`src/rtl/uart_tx_arb.sv`:
```
// uart_tx_arb: locks one of two byte-stream requesters onto a UART transmit FIFO for a whole packet.
// Define UART_ARB_RR_EN for round-robin tie-breaking; the default build uses fixed priority (req0 wins).
module uart_tx_arb #(
    parameter int DBIT    = 8,
    parameter int MAX_LEN = 16
) (
    input  logic            clk,
    input  logic            rst,
    input  logic            req0_valid,
    input  logic            req1_valid,
    input  logic [DBIT-1:0] req0_data,
    input  logic [DBIT-1:0] req1_data,
    input  logic            req0_last,
    input  logic            req1_last,
    output logic            req0_ready,
    output logic            req1_ready,
    input  logic            tx_full,
    output logic            wr_uart,
    output logic [DBIT-1:0] w_data,
    output logic [1:0]      grant,
    output logic            len_err
);
    localparam logic [0:0] IDLE = 1'b0;
    localparam logic [0:0] SEND = 1'b1;

    logic [0:0]      state;
    logic [7:0]      cnt;
    logic            xfer;
    logic            win1;
    logic            last_b;
    logic            at_max;
    logic [DBIT-1:0] byte_d;

    // !wr_uart blocks a second write before tx_full can reflect the first one
    assign req0_ready = grant[0] && state == SEND && !tx_full && !wr_uart;
    assign req1_ready = grant[1] && state == SEND && !tx_full && !wr_uart;
    assign xfer       = (req0_valid && req0_ready) || (req1_valid && req1_ready);
    assign byte_d     = grant[1] ? req1_data : req0_data;
    assign last_b     = grant[1] ? req1_last : req0_last;
    assign at_max     = cnt == 8'(MAX_LEN - 1);

`ifdef UART_ARB_RR_EN
    logic ptr;

    assign win1 = req1_valid && (!req0_valid || ptr);

    always_ff @(posedge clk or negedge rst) begin
        if (!rst)
            ptr <= 1'b0;
        else if (state == IDLE && (req0_valid || req1_valid))
            ptr <= !win1;
    end
`else
    assign win1 = req1_valid && !req0_valid;
`endif

    always_ff @(posedge clk or negedge rst) begin
        if (!rst) begin
            state   <= IDLE;
            grant   <= 2'b00;
            cnt     <= 8'd0;
            wr_uart <= 1'b0;
            w_data  <= '0;
            len_err <= 1'b0;
        end else begin
            wr_uart <= xfer;
            len_err <= xfer && !last_b && at_max;
            if (xfer) begin
                w_data <= byte_d;
                cnt    <= cnt + 8'd1;
                if (last_b || at_max) begin
                    state <= IDLE;
                    grant <= 2'b00;
                end
            end else if (state == IDLE && (req0_valid || req1_valid)) begin
                state <= SEND;
                grant <= {win1, !win1};
                cnt   <= 8'd0;
            end
        end
    end
endmodule

```
`config.mk`:
```
export PLATFORM = sky130hd
export DESIGN_NAME = uart_tx_arb
export DESIGN_NICKNAME = d
export VERILOG_FILES = /design/src/rtl/uart_tx_arb.sv
export SDC_FILE = /design/constraint.sdc
export NUM_CORES = 1
export LEC_CHECK = 0
export CAP_MARGIN = 10
export CORE_MARGIN = 2
export CORE_UTILIZATION = 44
export DETAILED_ROUTE_END_ITERATION = 16
export PLACE_DENSITY = 0.78
export SLEW_MARGIN = 20
export SYNTH_ARGS = -nofsm -noshare
export SYNTH_HDL_FRONTEND = slang
export SYNTH_SLANG_ARGS = --single-unit
```
`constraint.sdc`:
```
create_clock -name clk -period 1.96 [get_ports clk]
set_input_delay 0.49 -clock clk [delete_from_list [all_inputs] [get_ports clk]]
set_output_delay 0.49 -clock clk [all_outputs]
set_load 0.03 [all_outputs]
```
==> out/qor.yml, run 1 <==
drive_above_1_share_pct: 16.22
holdBufCountCts: 0
post_synth_edffs: 0
post_dr_vias_cell: 5.182
worst_hold_path_type: "flip-flop to flip-flop"
slew_headroom_pct: 72.62
hold_ws_ns: 0.5008
final.setup_skew_ns: 0.01031
grt_pass1_vias: 942
synth.yosys.warnings: 0
asyncSetResetFlopFracSynth_pct: 100.0
starting_utilization_of_the_core_area_pct: 47.17
grt_antenna_before_repair: 0
timing_hold_violations_final: 0
root_buf_cell: "clkbuf_4"
ys_top_cells_by_count: "dfrtp_1, nand2_1, mux2i_1, o21ai_0, nor2_1"
ctsHtreeMaxLevel: 1
core_um2: 2233
final.min_clock_period_ns: 1.899
path_class: "flip-flop to output pin"
dieHeight_um: 52.93
clock_path_buffers: 2
crit_path_max_fanout: 2
final_net_count: 173
place.gp.congestion: 0.7282
synth-main-ff-cell: "dfrtp_1"
die_x_um: 52.93
largest_net_degree_at_the_start_of_global_routing: 22
synth_area_leader_cell: "dfrtp_1"
worstMarginPinSlew_ns: 0.4070
setup_viol_count_final: 0
critPathCaptureType: "output pin"
path_delay_family: "buffers and inverters"
synth_top_cells_by_area: "dfrtp_1, mux2i_1, nand2_1"
avgRoutedWirePerCell_um: 13.16
route.antenna.remaining_nets: 0
pins_over_their_slew_limit: 0
synth_most_common_cell: "dfrtp_1"
outcome: "completed"
power_leakage_nw: 0.7397
groute.usage.overall_pct: 19.86
netlist_instances: 100
startpoint_type: "flip-flop"
grt_remaining_overflow: 0
tritoncts_clock_tree: "built"
worst-endpoint-required_ns: 1.47
buffers_inverters_on_critical_path: 1
power.total_mw: 1.948
clk-insertion-delay-late_ns: 0.30
max_freq_mhz: 526.7
synth-seq-cells: 21
critPathSlowestCell: "clkdlybuf4s50_1"
worstPathCellList: "clkdlybuf4s50_1"
netlist_area_um2: 1054
dpl.hpwl_um: 1805
tritoncts.num_buffers: 3
floorplan.rows: 17
flow.area_growth_from_synthesis_pct: 46.79
port_buffers: 36
grt_setup_unrepaired: "false"
drcViolationCount: 0
drt_wl_total_um: 2317
cellPowerDensity_nw_per_um2: 1260
first_iter_violations: 8
avgSynthCellArea_um2: 10.54
vdd.ir_drop.worst_mv: 0.8495
cts.sinks: 21
worst_setup_hold_path_clk_slew_ns: 0.12
dr.pass1.iters: 4
vias: 912
yosysUniqueCellTypes: 32
critPathMaxStageDelay_ns: 0.69
yosys.area.top_type_share_pct: 49.88
maxCapViolations: 0
boundaryPins: 37
cp.arrival_ns: 1.41
synth_fp_nets: 124
fp.dieArea_um2: 2802
fin_crit_sh_pct: 96.86
grt_pass1_wl_um: 4084
synth.yosys.seq_area_share_pct: 49.88
antennaDiodeCount: 0
-- registers in the layout (all words and copies together), names as in the netlist --
register,cells
cnt,8
grant,2
w_data,8
state,1
wr_uart,1
len_err,1
-- per-stage QoR --
stage / setup TNS [ns] / std cells / instance area [um^2] / worst slack, ns / utilization, %
CTS: 0 / 175 / 1533 / 0.01256 / 68.63
floorplan: 0 / 100 / 1054 / 0.2837 / -
global placement: -0.02204 / 171 / 1501 / -0.02204 / 67.23
global route: 0 / 176 / 1546 / 0.02088 / 69.24
finish: 0 / 176 / 1546 / 0.06147 / 69.24
detailed placement: -0.006578 / 171 / 1501 / -0.006578 / 67.23
-- worst paths after layout --
path	start	end	slack, ns	cells past startpoint
worst max register to register	cnt[4]	state	0.23	5
min in group asynchronous	rst	cnt[1]	0.51	2
worst max-delay path	wr_uart	wr_uart	0.06	1
worst min-delay path	w_data[7]	w_data[7]	0.50	2
worst min register to register	w_data[7]	w_data[7]	0.50	2
max in group asynchronous	rst	grant[1]	1.22	2
-- final cells by class --
cell class                 instances  area, um^2
timing repair buffer              47       446.7
fill                             174       686.9
multi-input combinational         73       501.7
tap                               28       35.03
inverter                           3       11.26
clock buffer                       4       26.28
sequential                        21       525.5
-- cells in the final DEF (no fill, tap or decap), types with 3 or more instances in the layout --
cell and count:
clkdlybuf4s50_1 32, dfrtp_1 21, nand2_1 14, buf_4 11, mux2i_1 10, o21ai_0 10, nor2_1 6, nand3_1 4
and3_1 3, xor2_1 3, clkbuf_4 3
-- power breakdown --
group | total [mW] | switching (mW) | leakage [nW] | internal (mW)
Clock | 0.212 | 0.133 | 0.0150 | 0.0792
Combinational | 1.06 | 0.558 | 0.453 | 0.499
Sequential | 0.678 | 0.111 | 0.271 | 0.568
Total | 1.95 | 0.802 | 0.740 | 1.15
-- layer usage --
| metal | vias to the layer above | share of wire, % | global-route usage (%) |
|---|---|---|---|
| met2 | 25 | 50 | 33.96 |
| met5 | - | 0 | 0 |
| met1 | 439 | 43 | 24.24 |
| met3 | 2 | 6.5 | 5.085 |
| met4 | 0 | 0.39 | 6.410 |
| li1 | 446 | - | - |
-- what timing repair did --
action,4_1_cts,5_1_grt
setup buffers,0,1
pin swaps,0,2
gates resized for setup,3,2
endpoints found under the setup margin,2,2
gates cloned,0,0
-- cells by family after synthesis --
| logic type | count (synthesis) | synth area share (%) |
|---|---|---|
| multiplexers | 13 | 14.13 |
| AND/OR/NAND/NOR | 40 | 20.55 |
| adder cells (fa/ha/maj) | 1 | 1.187 |
| flip-flops | 21 | 49.88 |
| buffers and inverters | 6 | 2.732 |
| XOR/XNOR | 3 | 2.495 |
| AO/OA/AOI/OAI | 16 | 9.027 |
Power figures use the tool's default switching activity.
==> run 2, diff against run 1 <==
- clock period: 1.96 -> 1.9 ns (I/O delays scaled with it)
==> run 2 against run 1 <==
Non-clock buffer count rose by 1. Clock power barely moved. Clock skew fell by 0.0063 ns. Die area did not move. Global-route usage rose by 0.86 points. Critical path depth did not move. Largest power group unchanged. Highest routed layer unchanged.
==> out/qor.yml, run 2 (synthesized netlist as in run 1, its figures left out) <==
pins_over_their_slew_limit: 0
clk-insertion-delay-late_ns: 0.30
p_sw_mw: 0.8304
path_class: "flip-flop to output pin"
startpoint_type: "flip-flop"
place.gp.congestion: 0.7979
final_net_count: 174
crit_path_max_fanout: 2
final.min_clock_period_ns: 1.839
critPathSlowestCell: "clkdlybuf4s50_1"
critPathMaxStageDelay_ns: 0.68
clock_path_buffers: 2
grt_remaining_overflow: 0
power.total_mw: 2.017
vias: 931
layout_common_cells: "clkdlybuf4s50_1, dfrtp_1, nand2_1"
groute.usage.overall_pct: 20.72
buffers_inverters_on_critical_path: 1
largest_net_degree_at_the_start_of_global_routing: 22
cellPowerDensity_nw_per_um2: 1301
maxCapViolations: 0
max_freq_mhz: 543.8
final.setup_skew_ns: 0.004008
worst_setup_hold_path_clk_slew_ns: 0.12
worstPathCellList: "clkdlybuf4s50_1"
fp.dieArea_um2: 2802
dieHeight_um: 52.93
grt_pass1_vias: 1011
cp.arrival_ns: 1.36
vdd.ir_drop.worst_mv: 0.9379
root_buf_cell: "clkbuf_4"
critical_register_to_register_path_endpoint: "state"
port_buffers: 36
worst-path-stages: 1
ctsHtreeMaxLevel: 1
floorplan.rows: 17
worstSetupEndpoint: "w_data[5]"
tritoncts.num_buffers: 3
drive_above_1_share_pct: 17.45
setup_viol_count_final: 0
starting_utilization_of_the_core_area_pct: 47.17
grt_setup_unrepaired: "false"
r2r_setup_slack_ns: 0.16
core_um2: 2233
path_delay_family: "buffers and inverters"
drt_wl_total_um: 2433
tritoncts_clock_tree: "built"
dr.pass1.iters: 4
route.antenna.remaining_nets: 0
boundaryPins: 37
fin_crit_sh_pct: 96.79
slew_headroom_pct: 71.34
internal_power_mw: 1.187
timing_hold_violations_final: 0
comb_power_share_pct: 54.4
postLayoutCoreUtil_pct: 69.41
totalNegativeSetupSlack_ns: 0
most_common_library_cell_in_the_layout_ignoring_fill_and_taps: "clkdlybuf4s50_1"
power.clock.fraction_pct: 10.6
reg_top3: "cnt x8, w_data x8, grant x2"
critical_path.startpoint: "w_data[5]"
first_iter_violations: 9
antennaDiodeCount: 0
hold_path_startpoint: "w_data[7]"
critPathCaptureType: "output pin"
flow.area_growth_from_synthesis_pct: 47.15
dpl.hpwl_um: 1925
filler_cell_count_in_the_final_layout: 180
grt_antenna_before_repair: 0
r2r-start: "cnt[4]"
power.share.switching_pct: 41.16
seq_power_share_pct: 35.0
worstMarginPinSlew_ns: 0.4260
grt_pass1_wl_um: 4229
outcome: "completed"
drcViolationCount: 0
avgRoutedWirePerCell_um: 13.75
worst-endpoint-required_ns: 1.42
die_x_um: 52.93
cts.sinks: 21
worst_hold_path_type: "flip-flop to flip-flop"
power_leakage_nw: 0.7506
ff2ff_path_depth: 5
post_dr_vias_cell: 5.260
run 2: changes by cell type in the layout (fill, tap and decap cells not counted), sizes merged:
cell | previous run | this run
buf | 13 | 15
clkdlybuf4s50 | 32 | 30
dlygate4sd2 | 1 | 2
run 2: how the worst min path moves through the flow:
stage,depth (start not counted),to,slack (ns)
after floorplan,0,cnt[0],0.18
after global placement,2,w_data[7],0.46
after detailed placement,2,w_data[6],0.47
after CTS,2,cnt[2],0.50
after global routing,2,wr_uart,0.52
final,2,w_data[7],0.49
run 2: per-layer routing:
| metal | track usage [%] | wire (um) | part of all wire [%] |
|---|---|---|---|
| met5 | 0 | 0 | 0 |
| met3 | 5.650 | 164 | 6.7 |
| met2 | 38.96 | 1272 | 52 |
| met1 | 21.44 | 953 | 39 |
| met4 | 8.120 | 43 | 1.8 |
run 2: through the flow:
stage                     instances  cell area [um^2]  setup WS, ns  hold WS (ns)
after floorplan                 100              1054        0.2387        0.1794
after global placement          172              1506      -0.05312        0.4619
after detailed placement        172              1506      -0.04481        0.4734
after CTS                       177              1548       0.02070        0.4972
after global routing            177              1550      0.007600        0.5173
final                           177              1550       0.06100        0.4911
run 2: power by group through the flow:
stage,sequential (mW),combinational (mW),clock (mW)
6_report,0.706,1.10,0.215
5_1_grt,0.726,1.18,0.244
4_1_cts,0.707,1.11,0.221
3_5_place_dp,0.716,1.08,0
3_3_place_gp,0.705,1.05,0
2_1_floorplan,0.896,0.437,0
run 2: what timing repair did:
action                                  4_1_cts  5_1_grt
hold buffers                                  0        0
pin swaps                                     2        0
endpoints found under the hold margin         0        0
gates resized for setup                       5        1
endpoints found under the setup margin        3        1
buffers inserted                              1        0
run 2: cell type report:
cell class	count	area [um^2]	area share (%)
clock buffer	4	26.28	1.695
multi-input combinational	73	501.7	32.36
tap	28	35.03	2.260
sequential	21	525.5	33.90
inverter	3	11.26	0.7264
timing repair buffer	48	450.4	29.06
